## config.mk

```make
export PLATFORM = sky130hd
export DESIGN_NAME = alu_operand_issue
export DESIGN_NICKNAME = d
export VERILOG_FILES = /design/src/rtl/tsc_isa_pkg.sv /design/src/rtl/alu_operand_issue_imm_extend.sv /design/src/rtl/alu_operand_issue.sv
export SDC_FILE = /design/constraint.sdc
export NUM_CORES = 1
export LEC_CHECK = 0
export BUFFER_PORTS_ARGS = -buffer_cell sky130_fd_sc_hd__clkbuf_2
export CORE_UTILIZATION = 53
export CTS_CLUSTER_SIZE = 24
export DETAILED_ROUTE_END_ITERATION = 8
export PLACE_DENSITY = 0.95
export SYNTH_ARGS = -nofsm -noshare
export SYNTH_HDL_FRONTEND = slang
export SYNTH_SLANG_ARGS = --single-unit
```

## constraint.sdc

```tcl
create_clock -name clk -period 3.9 [get_ports clk]
set_clock_uncertainty 0.2 [all_clocks]
set_input_delay 0.975 -clock clk [delete_from_list [all_inputs] [get_ports clk]]
set_output_delay 0.975 -clock clk [all_outputs]
set_load 0.03 [all_outputs]
```

## src/rtl/tsc_isa_pkg.sv

```systemverilog
// =============================================================================
// Module   : tsc_isa_pkg
// Brief    : TSC ISA opcodes, field positions, result kinds and issue FSM states.
// Revision : 1.0
// =============================================================================
`default_nettype none

package tsc_isa_pkg;

    localparam logic [3:0] c_op_bne   = 4'd0;
    localparam logic [3:0] c_op_beq   = 4'd1;
    localparam logic [3:0] c_op_bgz   = 4'd2;
    localparam logic [3:0] c_op_blz   = 4'd3;
    localparam logic [3:0] c_op_adi   = 4'd4;
    localparam logic [3:0] c_op_ori   = 4'd5;
    localparam logic [3:0] c_op_lhi   = 4'd6;
    localparam logic [3:0] c_op_lwd   = 4'd7;
    localparam logic [3:0] c_op_swd   = 4'd8;
    localparam logic [3:0] c_op_jmp   = 4'd9;
    localparam logic [3:0] c_op_jal   = 4'd10;
    localparam logic [3:0] c_op_rtype = 4'd15;

    // R-type functs 0..7 are ALU ops that write back; 25/26 are JPR/JRL
    localparam logic [5:0] c_funct_wb_limit = 6'd8;
    localparam logic [5:0] c_funct_jpr      = 6'd25;
    localparam logic [5:0] c_funct_jrl      = 6'd26;

    localparam int c_op_msb    = 15;
    localparam int c_op_lsb    = 12;
    localparam int c_rs_msb    = 11;
    localparam int c_rs_lsb    = 10;
    localparam int c_rt_msb    = 9;
    localparam int c_rt_lsb    = 8;
    localparam int c_rd_msb    = 7;
    localparam int c_rd_lsb    = 6;
    localparam int c_funct_msb = 5;
    localparam int c_imm8_msb  = 7;
    localparam int c_tgt_msb   = 11;

    typedef enum logic [2:0] {
        KIND_NONE   = 3'd0,
        KIND_WB     = 3'd1,
        KIND_MEM    = 3'd2,
        KIND_BRANCH = 3'd3,
        KIND_JUMP   = 3'd4
    } result_kind_t;

    typedef enum logic [2:0] {
        S_IDLE    = 3'd0,
        S_READ    = 3'd1,
        S_ARM     = 3'd2,
        S_FIRE    = 3'd3,
        S_CAPTURE = 3'd4
    } issue_state_t;

endpackage

`default_nettype wire

```

## src/rtl/alu_operand_issue_imm_extend.sv

```systemverilog
// =============================================================================
// Module   : imm_extend
// Brief    : Opcode-driven sign/zero extension of imm8 and zero extension of target12.
// Revision : 1.0
// =============================================================================
`default_nettype none

module imm_extend
    import tsc_isa_pkg::*;
#(
    parameter int WORD_W = 16
) (
    input  logic [WORD_W-1:0] instruction,
    output logic [WORD_W-1:0] imm_value
);

    logic [3:0] w_op;

    assign w_op = instruction[c_op_msb:c_op_lsb];

    always_comb begin
        imm_value = '0;
        case (w_op)
            c_op_adi, c_op_lwd, c_op_swd:
                imm_value = {{(WORD_W-8){instruction[c_imm8_msb]}}, instruction[c_imm8_msb:0]};
            c_op_ori, c_op_lhi:
                imm_value = {{(WORD_W-8){1'b0}}, instruction[c_imm8_msb:0]};
            c_op_jmp, c_op_jal:
                imm_value = {{(WORD_W-12){1'b0}}, instruction[c_tgt_msb:0]};
            default:
                imm_value = '0;
        endcase
    end

endmodule

`default_nettype wire

```

## src/rtl/alu_operand_issue.sv

```systemverilog
// =============================================================================
// Module   : alu_operand_issue
// Brief    : Reads operands for one instruction, pulses input_ready to the ALU, tags the result.
// Revision : 1.0
// =============================================================================
`default_nettype none

module alu_operand_issue
    import tsc_isa_pkg::*;
#(
    parameter int WORD_W     = 16,
    parameter int RADDR_W    = 2,
    parameter int ARM_CYCLES = 1
) (
    input  logic               clk,
    input  logic               reset_n,
    input  logic               instr_valid,
    output logic               instr_ready,
    input  logic [WORD_W-1:0]  instruction,
    output logic [RADDR_W-1:0] rf_addr1,
    output logic [RADDR_W-1:0] rf_addr2,
    input  logic [WORD_W-1:0]  rf_data1,
    input  logic [WORD_W-1:0]  rf_data2,
    output logic [WORD_W-1:0]  alu_input_1,
    output logic [WORD_W-1:0]  alu_input_2,
    output logic [WORD_W-1:0]  alu_instr,
    output logic               input_ready,
    input  logic [WORD_W-1:0]  alu_output,
    input  logic               branch_bit,
    output logic               result_valid,
    output logic [2:0]         result_kind,
    output logic [WORD_W-1:0]  result_data,
    output logic [RADDR_W-1:0] result_dest,
    output logic               result_taken
);

    localparam int c_cnt_w = (ARM_CYCLES > 1) ? $clog2(ARM_CYCLES) : 1;

    issue_state_t        r_state;
    logic [c_cnt_w-1:0]  r_arm_cnt;
    logic [WORD_W-1:0]   r_instr;
    logic                r_instr_ready;
    logic [RADDR_W-1:0]  r_rf_addr1;
    logic [RADDR_W-1:0]  r_rf_addr2;
    logic [WORD_W-1:0]   r_alu_input_1;
    logic [WORD_W-1:0]   r_alu_input_2;
    logic [WORD_W-1:0]   r_alu_instr;
    logic                r_input_ready;
    logic                r_result_valid;
    result_kind_t        r_result_kind;
    logic [WORD_W-1:0]   r_result_data;
    logic [RADDR_W-1:0]  r_result_dest;
    logic                r_result_taken;

    logic                w_accept;
    logic [3:0]          w_op;
    logic [5:0]          w_funct;
    logic [WORD_W-1:0]   w_imm;
    logic [WORD_W-1:0]   w_in1;
    logic [WORD_W-1:0]   w_in2;
    result_kind_t        w_kind;
    logic [RADDR_W-1:0]  w_dest;

    assign w_accept = instr_valid & r_instr_ready;
    assign w_op     = r_instr[c_op_msb:c_op_lsb];
    assign w_funct  = r_instr[c_funct_msb:0];

    imm_extend #(
        .WORD_W      (WORD_W)
    ) u_imm_extend (
        .instruction (r_instr),
        .imm_value   (w_imm)
    );

    always_comb begin
        w_in1 = '0;
        w_in2 = '0;
        case (w_op)
            c_op_rtype, c_op_bne, c_op_beq, c_op_bgz, c_op_blz: begin
                w_in1 = rf_data1;
                w_in2 = rf_data2;
            end
            c_op_adi, c_op_ori, c_op_lwd, c_op_swd: begin
                w_in1 = rf_data1;
                w_in2 = w_imm;
            end
            c_op_lhi, c_op_jmp, c_op_jal: begin
                w_in2 = w_imm;
            end
            default: begin
                w_in1 = '0;
                w_in2 = '0;
            end
        endcase
    end

    // JPR/JRL and unknown functs fall through to NONE with dest 0
    always_comb begin
        w_kind = KIND_NONE;
        w_dest = '0;
        case (w_op)
            c_op_rtype: begin
                if (w_funct < c_funct_wb_limit) begin
                    w_kind = KIND_WB;
                    w_dest = RADDR_W'(r_instr[c_rd_msb:c_rd_lsb]);
                end
            end
            c_op_adi, c_op_ori, c_op_lhi: begin
                w_kind = KIND_WB;
                w_dest = RADDR_W'(r_instr[c_rt_msb:c_rt_lsb]);
            end
            c_op_lwd, c_op_swd:                     w_kind = KIND_MEM;
            c_op_bne, c_op_beq, c_op_bgz, c_op_blz: w_kind = KIND_BRANCH;
            c_op_jmp, c_op_jal:                     w_kind = KIND_JUMP;
            default:                                w_kind = KIND_NONE;
        endcase
    end

    always_ff @(posedge clk) begin
        if (!reset_n) begin
            r_state        <= S_IDLE;
            r_arm_cnt      <= '0;
            r_instr        <= '0;
            r_instr_ready  <= 1'b1;
            r_rf_addr1     <= '0;
            r_rf_addr2     <= '0;
            r_alu_input_1  <= '0;
            r_alu_input_2  <= '0;
            r_alu_instr    <= '0;
            r_input_ready  <= 1'b0;
            r_result_valid <= 1'b0;
            r_result_kind  <= KIND_NONE;
            r_result_data  <= '0;
            r_result_dest  <= '0;
            r_result_taken <= 1'b0;
        end else begin
            r_result_valid <= 1'b0;
            case (r_state)
                S_IDLE: begin
                    if (w_accept) begin
                        r_instr       <= instruction;
                        r_rf_addr1    <= RADDR_W'(instruction[c_rs_msb:c_rs_lsb]);
                        r_rf_addr2    <= RADDR_W'(instruction[c_rt_msb:c_rt_lsb]);
                        r_instr_ready <= 1'b0;
                        r_state       <= S_READ;
                    end
                end
                S_READ: begin
                    r_alu_input_1 <= w_in1;
                    r_alu_input_2 <= w_in2;
                    r_alu_instr   <= r_instr;
                    r_input_ready <= 1'b1;
                    r_arm_cnt     <= '0;
                    r_state       <= S_ARM;
                end
                S_ARM: begin
                    // Operands are already stable; the drop of input_ready is the ALU trigger
                    if (r_arm_cnt == c_cnt_w'(ARM_CYCLES - 1)) begin
                        r_input_ready <= 1'b0;
                        r_state       <= S_FIRE;
                    end else begin
                        r_arm_cnt <= r_arm_cnt + 1'b1;
                    end
                end
                S_FIRE: begin
                    r_result_valid <= 1'b1;
                    r_result_kind  <= w_kind;
                    r_result_data  <= alu_output;
                    r_result_dest  <= w_dest;
                    r_result_taken <= (w_kind == KIND_BRANCH) ? branch_bit : 1'b0;
                    r_state        <= S_CAPTURE;
                end
                S_CAPTURE: begin
                    r_instr_ready <= 1'b1;
                    r_state       <= S_IDLE;
                end
                default: begin
                    r_instr_ready <= 1'b1;
                    r_input_ready <= 1'b0;
                    r_state       <= S_IDLE;
                end
            endcase
        end
    end

    assign instr_ready  = r_instr_ready;
    assign rf_addr1     = r_rf_addr1;
    assign rf_addr2     = r_rf_addr2;
    assign alu_input_1  = r_alu_input_1;
    assign alu_input_2  = r_alu_input_2;
    assign alu_instr    = r_alu_instr;
    assign input_ready  = r_input_ready;
    assign result_valid = r_result_valid;
    assign result_kind  = r_result_kind;
    assign result_data  = r_result_data;
    assign result_dest  = r_result_dest;
    assign result_taken = r_result_taken;

endmodule

`default_nettype wire
```

Word level (Yosys, flattened, before mapping)
Index checks and enable logic that the tools add are counted.
{"block": "op_classes", "n_addsub": 1, "order_cmp": 1, "n_eq_ne": 18, "muxes": 18, "n_bitwise": 3, "reduce_logical": 18}
{"operator": "one-hot mux 16 bit (3 select lines)", "count": 1}
{"operator": "one-hot mux 16 bit (2 select lines)", "count": 1}
{"operator": "== test 4 x 3 -> 1 bit, second input constant", "count": 4}
{"operator": "== test 4 bit, second input constant", "count": 4}
{"operator": "two-way mux 16 bit", "count": 1}
{"operator": "one-hot mux 3 bit (5 select lines)", "count": 1}
{"operator": "one-hot mux 3 bit (4 select lines)", "count": 1}
{"operator": "OR reduction 3 bit", "count": 4}
{"operator": "== test 3 x 2 -> 1 bit, second input constant", "count": 3}
{"operator": "OR reduction 9 bit", "count": 1}
{"operator": "== test 4 x 2 -> 1 bit, second input constant", "count": 2}
{"operator": "AND reduction 2 bit", "count": 4}
{"operator": "OR reduction 7 bit", "count": 1}
{"operator": "< comparator 6 x 4 -> 1 bit, second input constant", "count": 1}
{"operator": "two-way mux 1 bit", "count": 6}
{"operator": "two-way mux 3 bit", "count": 2}
{"operator": "OR reduction 2 bit", "count": 3}
{"operator": "OR reduction 5 bit", "count": 1}
{"operator": "== test 4 x 1 -> 1 bit, second input constant", "count": 1}
{"operator": "zero test 4 bit", "count": 1}
{"operator": "!= test 2 bit, second input constant", "count": 2}
{"operator": "one-hot mux 1 bit (2 select lines)", "count": 2}
{"operator": "one-hot mux 2 bit (2 select lines)", "count": 1}
{"operator": "OR reduction 4 bit", "count": 1}
{"operator": "9 further kinds", "count": 10}
{"block": "word_totals", "register_bits": 97, "inputBits": 68, "output_inout_bits": 77, "wordCells": 74}

Longest topological paths before layout
Gate-level depths: netlist of the first run.
{"block": "depth", "word_depth": 5, "ltp_mapped": 7, "depth_no_buf": 4}

Modules after synthesis
Synthesis of the first run repeated with hierarchy kept, for this count alone.
{"block": "unflattened", "hier_cells": 467, "hier_area_um2": 3943.8}
{"module": "alu_operand_issue", "instances": 1, "cells_each": 428, "area_per_inst_um2": 3683.5, "seq_area_each_um2": 1841.8}
{"module": "imm_extend", "instances": 1, "cells_each": 39, "area_per_inst_um2": 260.2, "seq_area_each_um2": 0.0}

Least setup slack after synthesis of the first run
Ideal clock, no wire load.
{"block": "synth_path", "path_type": "input port to flip-flop", "start": "input instr_valid", "end": "register r_instr[10]", "arrival_time_ns": 1.932, "t_required_ns": 3.584, "slack_ns": 1.652, "stages": 5, "n_path_buf": 1, "cell_sequence": "nand2_1 nor4_4 buf_6 mux2i_1 nor2b_1"}
{"block": "synth_between", "elab_chain_cells": 2}
{"item": "start, declared", "line": "alu_operand_issue.sv:17", "text": "input logic instr_valid,"}
{"item": "AND 1 bit", "line": "alu_operand_issue.sv:64", "text": "assign w_accept = instr_valid & r_instr_ready;"}
{"item": "AND reduction 2 bit (no line)"}
{"item": "end signal, assigned", "line": "alu_operand_issue.sv:141", "text": "r_instr <= instruction;"}
{"item": "end, declared", "line": "alu_operand_issue.sv:41", "text": "logic [WORD_W-1:0] r_instr;"}
Every way passes these cells.
A chain may end at the register's enable or synchronous reset.

Worst setup path in the final report of the first run
{"block": "layout_path", "start": "register r_state[0]", "end": "register r_alu_input_2[11], in the netlist alu_input_2[11]"}
{"block": "layout_between", "elab_chain_cells": 1}
{"item": "start, declared", "line": "alu_operand_issue.sv:39", "text": "issue_state_t r_state;"}
{"item": "start signal, assigned", "line": "alu_operand_issue.sv:121", "text": "r_state <= S_IDLE;"}
{"item": "start signal, assigned", "line": "alu_operand_issue.sv:145", "text": "r_state <= S_READ;"}
{"item": "start signal, assigned", "line": "alu_operand_issue.sv:154", "text": "r_state <= S_ARM;"}
{"item": "== test 3 x 1 -> 1 bit", "line": "alu_operand_issue.sv:138", "text": "case (r_state)"}
{"item": "end signal, assigned", "line": "alu_operand_issue.sv:150", "text": "r_alu_input_2 <= w_in2;"}
{"item": "end, declared", "line": "alu_operand_issue.sv:46", "text": "logic [WORD_W-1:0] r_alu_input_2;"}
Every way passes these cells.

==> impl_metrics.ini, run 1 <==
[detailed_routing]
wl_met3_um = 736
drtIter0Drc = 166
via_per_inst = 5.301
drc = 0
dr.pass1.iters = 4
wl_per_cell_um = 14.44
met2_length_um = 4501
ant_nets = 0
wl_um = 9503
routed.top_layer = met4
route.vias.total = 3488
m1WireLength_um = 4112

[floorplanning]
initial_core_util_pct = 55.71
die_area_mm2 = 0.007604
die_w_um = 87.20
row_count = 30
die_height_um = 87.20
coreArea_mm2 = 0.006907
ios = 145

[placed_design]
placed_cell_area_mm2 = 0.004513
io_buffers = 144
dp_hpwl_um = 6729
gp_congestion = 0.8721

[yosys]
syn_area_mm2 = 0.003847
syn_inst = 439
synthesis.nets = 507
yosysSeqAreaShare_pct = 47.87
synth_warnings = 0
postSynthAreaPerCell_um2 = 8.764
ys_ff_latch = 92
synth_cell_type_count = 42

[clock_tree]
clock_sinks = 92
cts_hold_buf = 0
cts_tree = yes
cts_resized = 0
clockBufferDepth = 2
cts_buffers = 9
worstSkewPairLatency_ps = 350
postCtsSetupBuffers = 0
path_clk_slew_ps = 80
htree_levels = 3
cts_root_buf = clkbuf_8

[timing]
min_period_ps = 2358
period_share_pct = 60.45
drv_slew = 0
rsz0062_at_grt = no
hold_ws_ps = 254.0
finalSetupTns_ps = 0
tightest_slew_ps = 1022
max_freq_mhz = 424.1
slew_headroom_pct = 31.73
setup_viol = 0
finalHoldViolCount = 0

[global_route]
grt_pass1_vias = 3273
grt_max_degree = 49
antenna_found_initial = 0
grt_overflow_total = 0
grt_use_total_pct = 25.89
grt_pass1_wl_um = 15320

[worst_setup_path]
cp.required_ps = 3980
critical_path_buf_inv_count = 1
crit_chain = and2b_1 > and2_1 > buf_4 > o21ai_1 > a31oi_1
worst-path-stages = 5
crit_type = reg2reg
critical-path-top-delay-family = simple AND/OR/NAND/NOR gates
critPathSlowestCell = and2_1
cp-start-kind = flip-flop
reg2reg_depth = 5
cp-end-kind = flip-flop
worstPathArrival_ps = 2440
max_stage_delay_ps = 710
crit_fanout = 23

[cells_and_area]
fillers = 572
nNetsFinal = 626
syn2layout_area_growth_pct = 24.36
fin_util_pct = 69.28
drive_above_1_share_pct = 29.54
diodes = 0
final_area_mm2 = 0.004785

[power]
power_mw = 2.331
power_density_mw_per_mm2 = 487.2
ir_drop_mv = 0.2370
power.leakage_nw = 2.078

[hold_path]
hold_depth = 2
hold_path.class = reg2reg

[run]
timing.max_cap.violations = 0

[outcome]
status = finished clean
[final cells by class]
cell class                 instances  area (µm²)  share of cell area, %
clock inverter                     4       120.1                  2.510
timing repair buffer             148       750.7                  15.69
tap                               96       120.1                  2.510
clock buffer                      11       151.4                  3.164
inverter                           1       3.754                0.07845
sequential                        92        1842                  38.49
multi-input combinational        306        1797                  37.55
[power by group]
group / total [mW] / switching (mW) / internal, mW
Clock: 0.841 / 0.319 / 0.522
Combinational: 0.420 / 0.269 / 0.151
Sequential: 1.07 / 0.0666 / 1.00
Total: 2.33 / 0.655 / 1.68
[state kept, by name, indices dropped and copies added (netlist names)]
register      cells
instr_ready       1
alu_input_1      16
alu_instr        16
result_taken      1
r_instr          16
alu_input_2      16
result_kind       3
result_valid      1
result_dest       2
input_ready       1
result_data      16
r_state           3
[Yosys cell counts (all sizes together)]
master	instances	area share [%]
dfxtp	92	48
nand2	90	8.8
a21boi	51	10
nand3	28	3.6
buf	24	3.8
nor2b	20	3.3
o21ai	18	2.3
clkbuf	16	1.6
mux2i	16	4.2
a21oi	12	1.6
nor2	12	1.2
a221oi	8	1.8
nand2b	8	1.3
a21o	5	0.98
a31oi	5	0.81
nor3	5	0.65
o31ai	4	0.78
and3	3	0.49
a22oi	2	0.39
and2	2	0.33
nor4	2	0.88
o21a	2	0.39
o221ai	2	0.62
a211oi	1	0.20
a21bo	1	0.26
and2b	1	0.20
and4	1	0.23
inv	1	0.097
nand4b	1	0.23
nor4b	1	0.23
o211a	1	0.26
o211ai	1	0.20
or2	1	0.16
xnor2	1	0.23
xor2	1	0.23
[worst min-delay path, cell delays in order, from the launching register on]
cell and delay (ps):
dfxtp_1 310, nand2_1 50, a21boi_1 50
[worst paths after layout]
| path | startpoint | to | slack [ps] |
|---|---|---|---|
| setup reg to reg | r_state[0]$_SDFFE_PN0P_ | alu_input_2[11]$_SDFFE_PN0P_ | 1540 |
| setup / recovery | r_state[0]$_SDFFE_PN0P_ | alu_input_2[11]$_SDFFE_PN0P_ | 1540 |
| hold / removal | alu_input_1[14]$_SDFFE_PN0P_ | alu_input_1[14]$_SDFFE_PN0P_ | 250 |
| hold reg to reg | alu_input_1[14]$_SDFFE_PN0P_ | alu_input_1[14]$_SDFFE_PN0P_ | 250 |
[per-stage QoR]
step / worst slack [ps] / instances
floorplan: 1652 / 439
global placement: 1316 / 643
detailed placement: 1287 / 643
CTS: 1518 / 658
global route: 1307 / 658
finish: 1542 / 658
[kinds of logic (layout without fill, tap and decap cells)]
logic type | Yosys count | count (layout) | synth area share [%]
compound gates | 113 | 113 | 20.55
xor+xnor | 2 | 2 | 0.4554
buf+inv | 41 | 164 | 5.431
flops | 92 | 92 | 47.87
mux | 16 | 16 | 4.163
simple gates | 175 | 175 | 21.53
[layer usage]
layer | up-vias | global-route usage (%)
met5 | - | 0
met4 | 0 | 9.091
met3 | 12 | 7.299
met2 | 123 | 43.66
met1 | 1617 | 31.70
li1 | 1736 | -
[cells in the final DEF (no fill, tap or decap), drive strengths merged, types with 2 or more instances in the layout]
master	synthesis	final
clkbuf	16	155
dfxtp	92	92
nand2	90	90
a21boi	51	51
nand3	28	28
nor2b	20	20
o21ai	18	18
mux2i	16	16
a21oi	12	12
nor2	12	12
nand2b	8	8
a221oi	8	8
a21o	5	5
nor3	5	5
a31oi	5	5
o31ai	4	4
bufinv	0	4
buf	24	4
and3	3	3
and2	2	2
a22oi	2	2
o21a	2	2
nor4	2	2
o221ai	2	2
Power figures use the tool's default switching activity.
==> inputs of run 2 (changes only) <==
--- a/config.mk
+++ b/config.mk
@@ -6,10 +6,10 @@
 export NUM_CORES = 1
 export LEC_CHECK = 0
 export BUFFER_PORTS_ARGS = -buffer_cell sky130_fd_sc_hd__clkbuf_2
-export CORE_UTILIZATION = 53
+export CORE_UTILIZATION = 49
 export CTS_CLUSTER_SIZE = 24
 export DETAILED_ROUTE_END_ITERATION = 8
-export PLACE_DENSITY = 0.95
+export PLACE_DENSITY = 0.9
 export SYNTH_ARGS = -nofsm -noshare
 export SYNTH_HDL_FRONTEND = slang
 export SYNTH_SLANG_ARGS = --single-unit
==> constraint.sdc (replaced) <==
create_clock -name clk -period 2.3 [get_ports clk]
set_clock_uncertainty 0.2 [all_clocks]
set_input_delay 0.575 -clock clk [delete_from_list [all_inputs] [get_ports clk]]
set_output_delay 0.575 -clock clk [all_outputs]
set_load 0.03 [all_outputs]
==> impl_metrics.ini, run 2 (synthesized netlist as in run 1, its figures left out) <==
[floorplanning]
coreArea_mm2 = 0.007408
die_area_mm2 = 0.008210
die_height_um = 90.61
initial_core_util_pct = 51.93
die_w_um = 90.61
row_count = 31
ios = 145

[worst_setup_path]
crit_type = reg2reg
cp.required_ps = 2360
crit_fanout = 45
cp-end-kind = flip-flop
reg2reg_depth = 5
worstReg2RegStart = r_state[0]$_SDFFE_PN0P_
critPathSlowestCell = dfxtp_1
cp-start-kind = flip-flop
max_stage_delay_ps = 470
worstPathArrival_ps = 2020
r2r_slack_ps = 350
crit_chain = and2b_1 > and2_1 > buf_12 > nand2_1 > o31ai_1
reg2reg_to = alu_input_2[14]$_SDFFE_PN0P_

[clock_tree]
postCtsSetupBuffers = 0
cts_buffers = 9
cts_tree = yes
cts_resized = 0
cts_hold_buf = 0
cts_root_buf = clkbuf_8
worstSkewPairLatency_ps = 360
path_clk_slew_ps = 90
clockBufferDepth = 2
clock_sinks = 92
htree_levels = 3

[timing]
tightest_slew_ps = 680.8
rsz0062_at_grt = no
finalSetupTns_ps = 0
period_share_pct = 85.00
finalHoldViolCount = 0
slew_headroom_pct = 54.50
drv_slew = 0
max_freq_mhz = 511.5
min_period_ps = 1955
setup_viol = 0

[detailed_routing]
route.vias.total = 3525
ant_nets = 0
wl_um = 9493
dr.pass1.iters = 4
drtIter0Drc = 156
via_per_inst = 5.277
drc = 0
wl_per_cell_um = 14.21

[cells_and_area]
fillers = 645
syn2layout_area_growth_pct = 24.42
final_common_cell = clkbuf_2
drive_above_1_share_pct = 30.40
final_cell_mix = clkbuf_2, dfxtp_1, nand2_1
diodes = 0
fin_util_pct = 64.62
nNetsFinal = 632
regArea_mm2 = 0.001842
multi_input_area_mm2 = 0.001797

[hold_path]
worstHoldStart = alu_output[0]
worst_hold_path.endpoint = result_data[0]$_SDFFE_PN0P_
hold_path.class = in2reg
hold_depth = 3

[placed_design]
gp_congestion = 0.7852
dp_hpwl_um = 6779
io_buffers = 144

[global_route]
grt_overflow_total = 0
grt_use_total_pct = 24.22
grt_pass1_vias = 3428
grt_max_degree = 49
grt_pass1_wl_um = 15890
antenna_found_initial = 0

[power]
ir_drop_mv = 0.4174
power_mw = 3.566
power.leakage_nw = 2.074
power_density_mw_per_mm2 = 745.0

[run]
timing.max_cap.violations = 0

[outcome]
status = finished clean
-- run 2: cell count changes in the layout (fill, tap and decap cells not counted) --
cell / delta
buf_4: +3
buf_12: +3
clkinv_4: +1
clkinvlp_4: +3
clkinv_2: +1
bufinv_16: -4
-- run 2: layout make-up --
type | instances | share of cell area, %
Inverter | 1 | 0.07841
Clock inverter | 5 | 0.7580
Tap cell | 99 | 2.588
Timing Repair Buffer | 154 | 17.41
Multi-Input combinational cell | 306 | 37.53
Clock buffer | 11 | 3.163
Sequential cell | 92 | 38.47
-- run 2: through the flow --
stage / std cells / hold WS, ps / worst slack, ps / cell area (µm²)
CTS: 668 / 215.2 / 387.7 / 4787
floorplan: 439 / 243.2 / 449.8 / 3847
detailed placement: 652 / 244.6 / 422.3 / 4599
global route: 668 / 233.4 / 155.8 / 4787
finish: 668 / 229.4 / 345.0 / 4787
global placement: 652 / 239.9 / 483.9 / 4599
-- run 2: worst max path at each step --
stage                              from                           end  slack, ps
2_1_floorplan  instr_ready$_SDFFE_PN1P_      r_instr[10]$_SDFFE_PN0P_        450
3_3_place_gp                instr_valid      r_instr[11]$_SDFFE_PN0P_        480
3_5_place_dp   r_instr[13]$_SDFFE_PN0P_   alu_input_2[9]$_SDFFE_PN0P_        420
4_1_cts         r_state[0]$_SDFFE_PN0P_  alu_input_2[13]$_SDFFE_PN0P_        390
5_1_grt        r_instr[12]$_SDFFE_PN0P_  alu_input_2[11]$_SDFFE_PN0P_        160
6_report        r_state[0]$_SDFFE_PN0P_  alu_input_2[14]$_SDFFE_PN0P_        350
-- run 2: report_power, final --
part	internal, mW	total, mW	switching [mW]
clock network	0.452	1.01	0.563
logic	0.278	0.754	0.476
registers	1.70	1.80	0.0973
total	2.43	3.57	1.14
-- run 2: metal layers --
layer / up-vias / track usage [%] / wire [µm]
li1: 1757 / - / -
met1: 1629 / 28.31 / 4061
met2: 126 / 41.48 / 4511
met3: 13 / 6.734 / 762
met4: 0 / 10.08 / 157
met5: - / 0 / 0
-- run 2: critical path, delay by kind of cell, from the launching register on --
family | cells | cell delay (ps)
compound gates | 1 | 300
buf+inv | 1 | 230
simple gates | 3 | 650
flops | 1 | 470
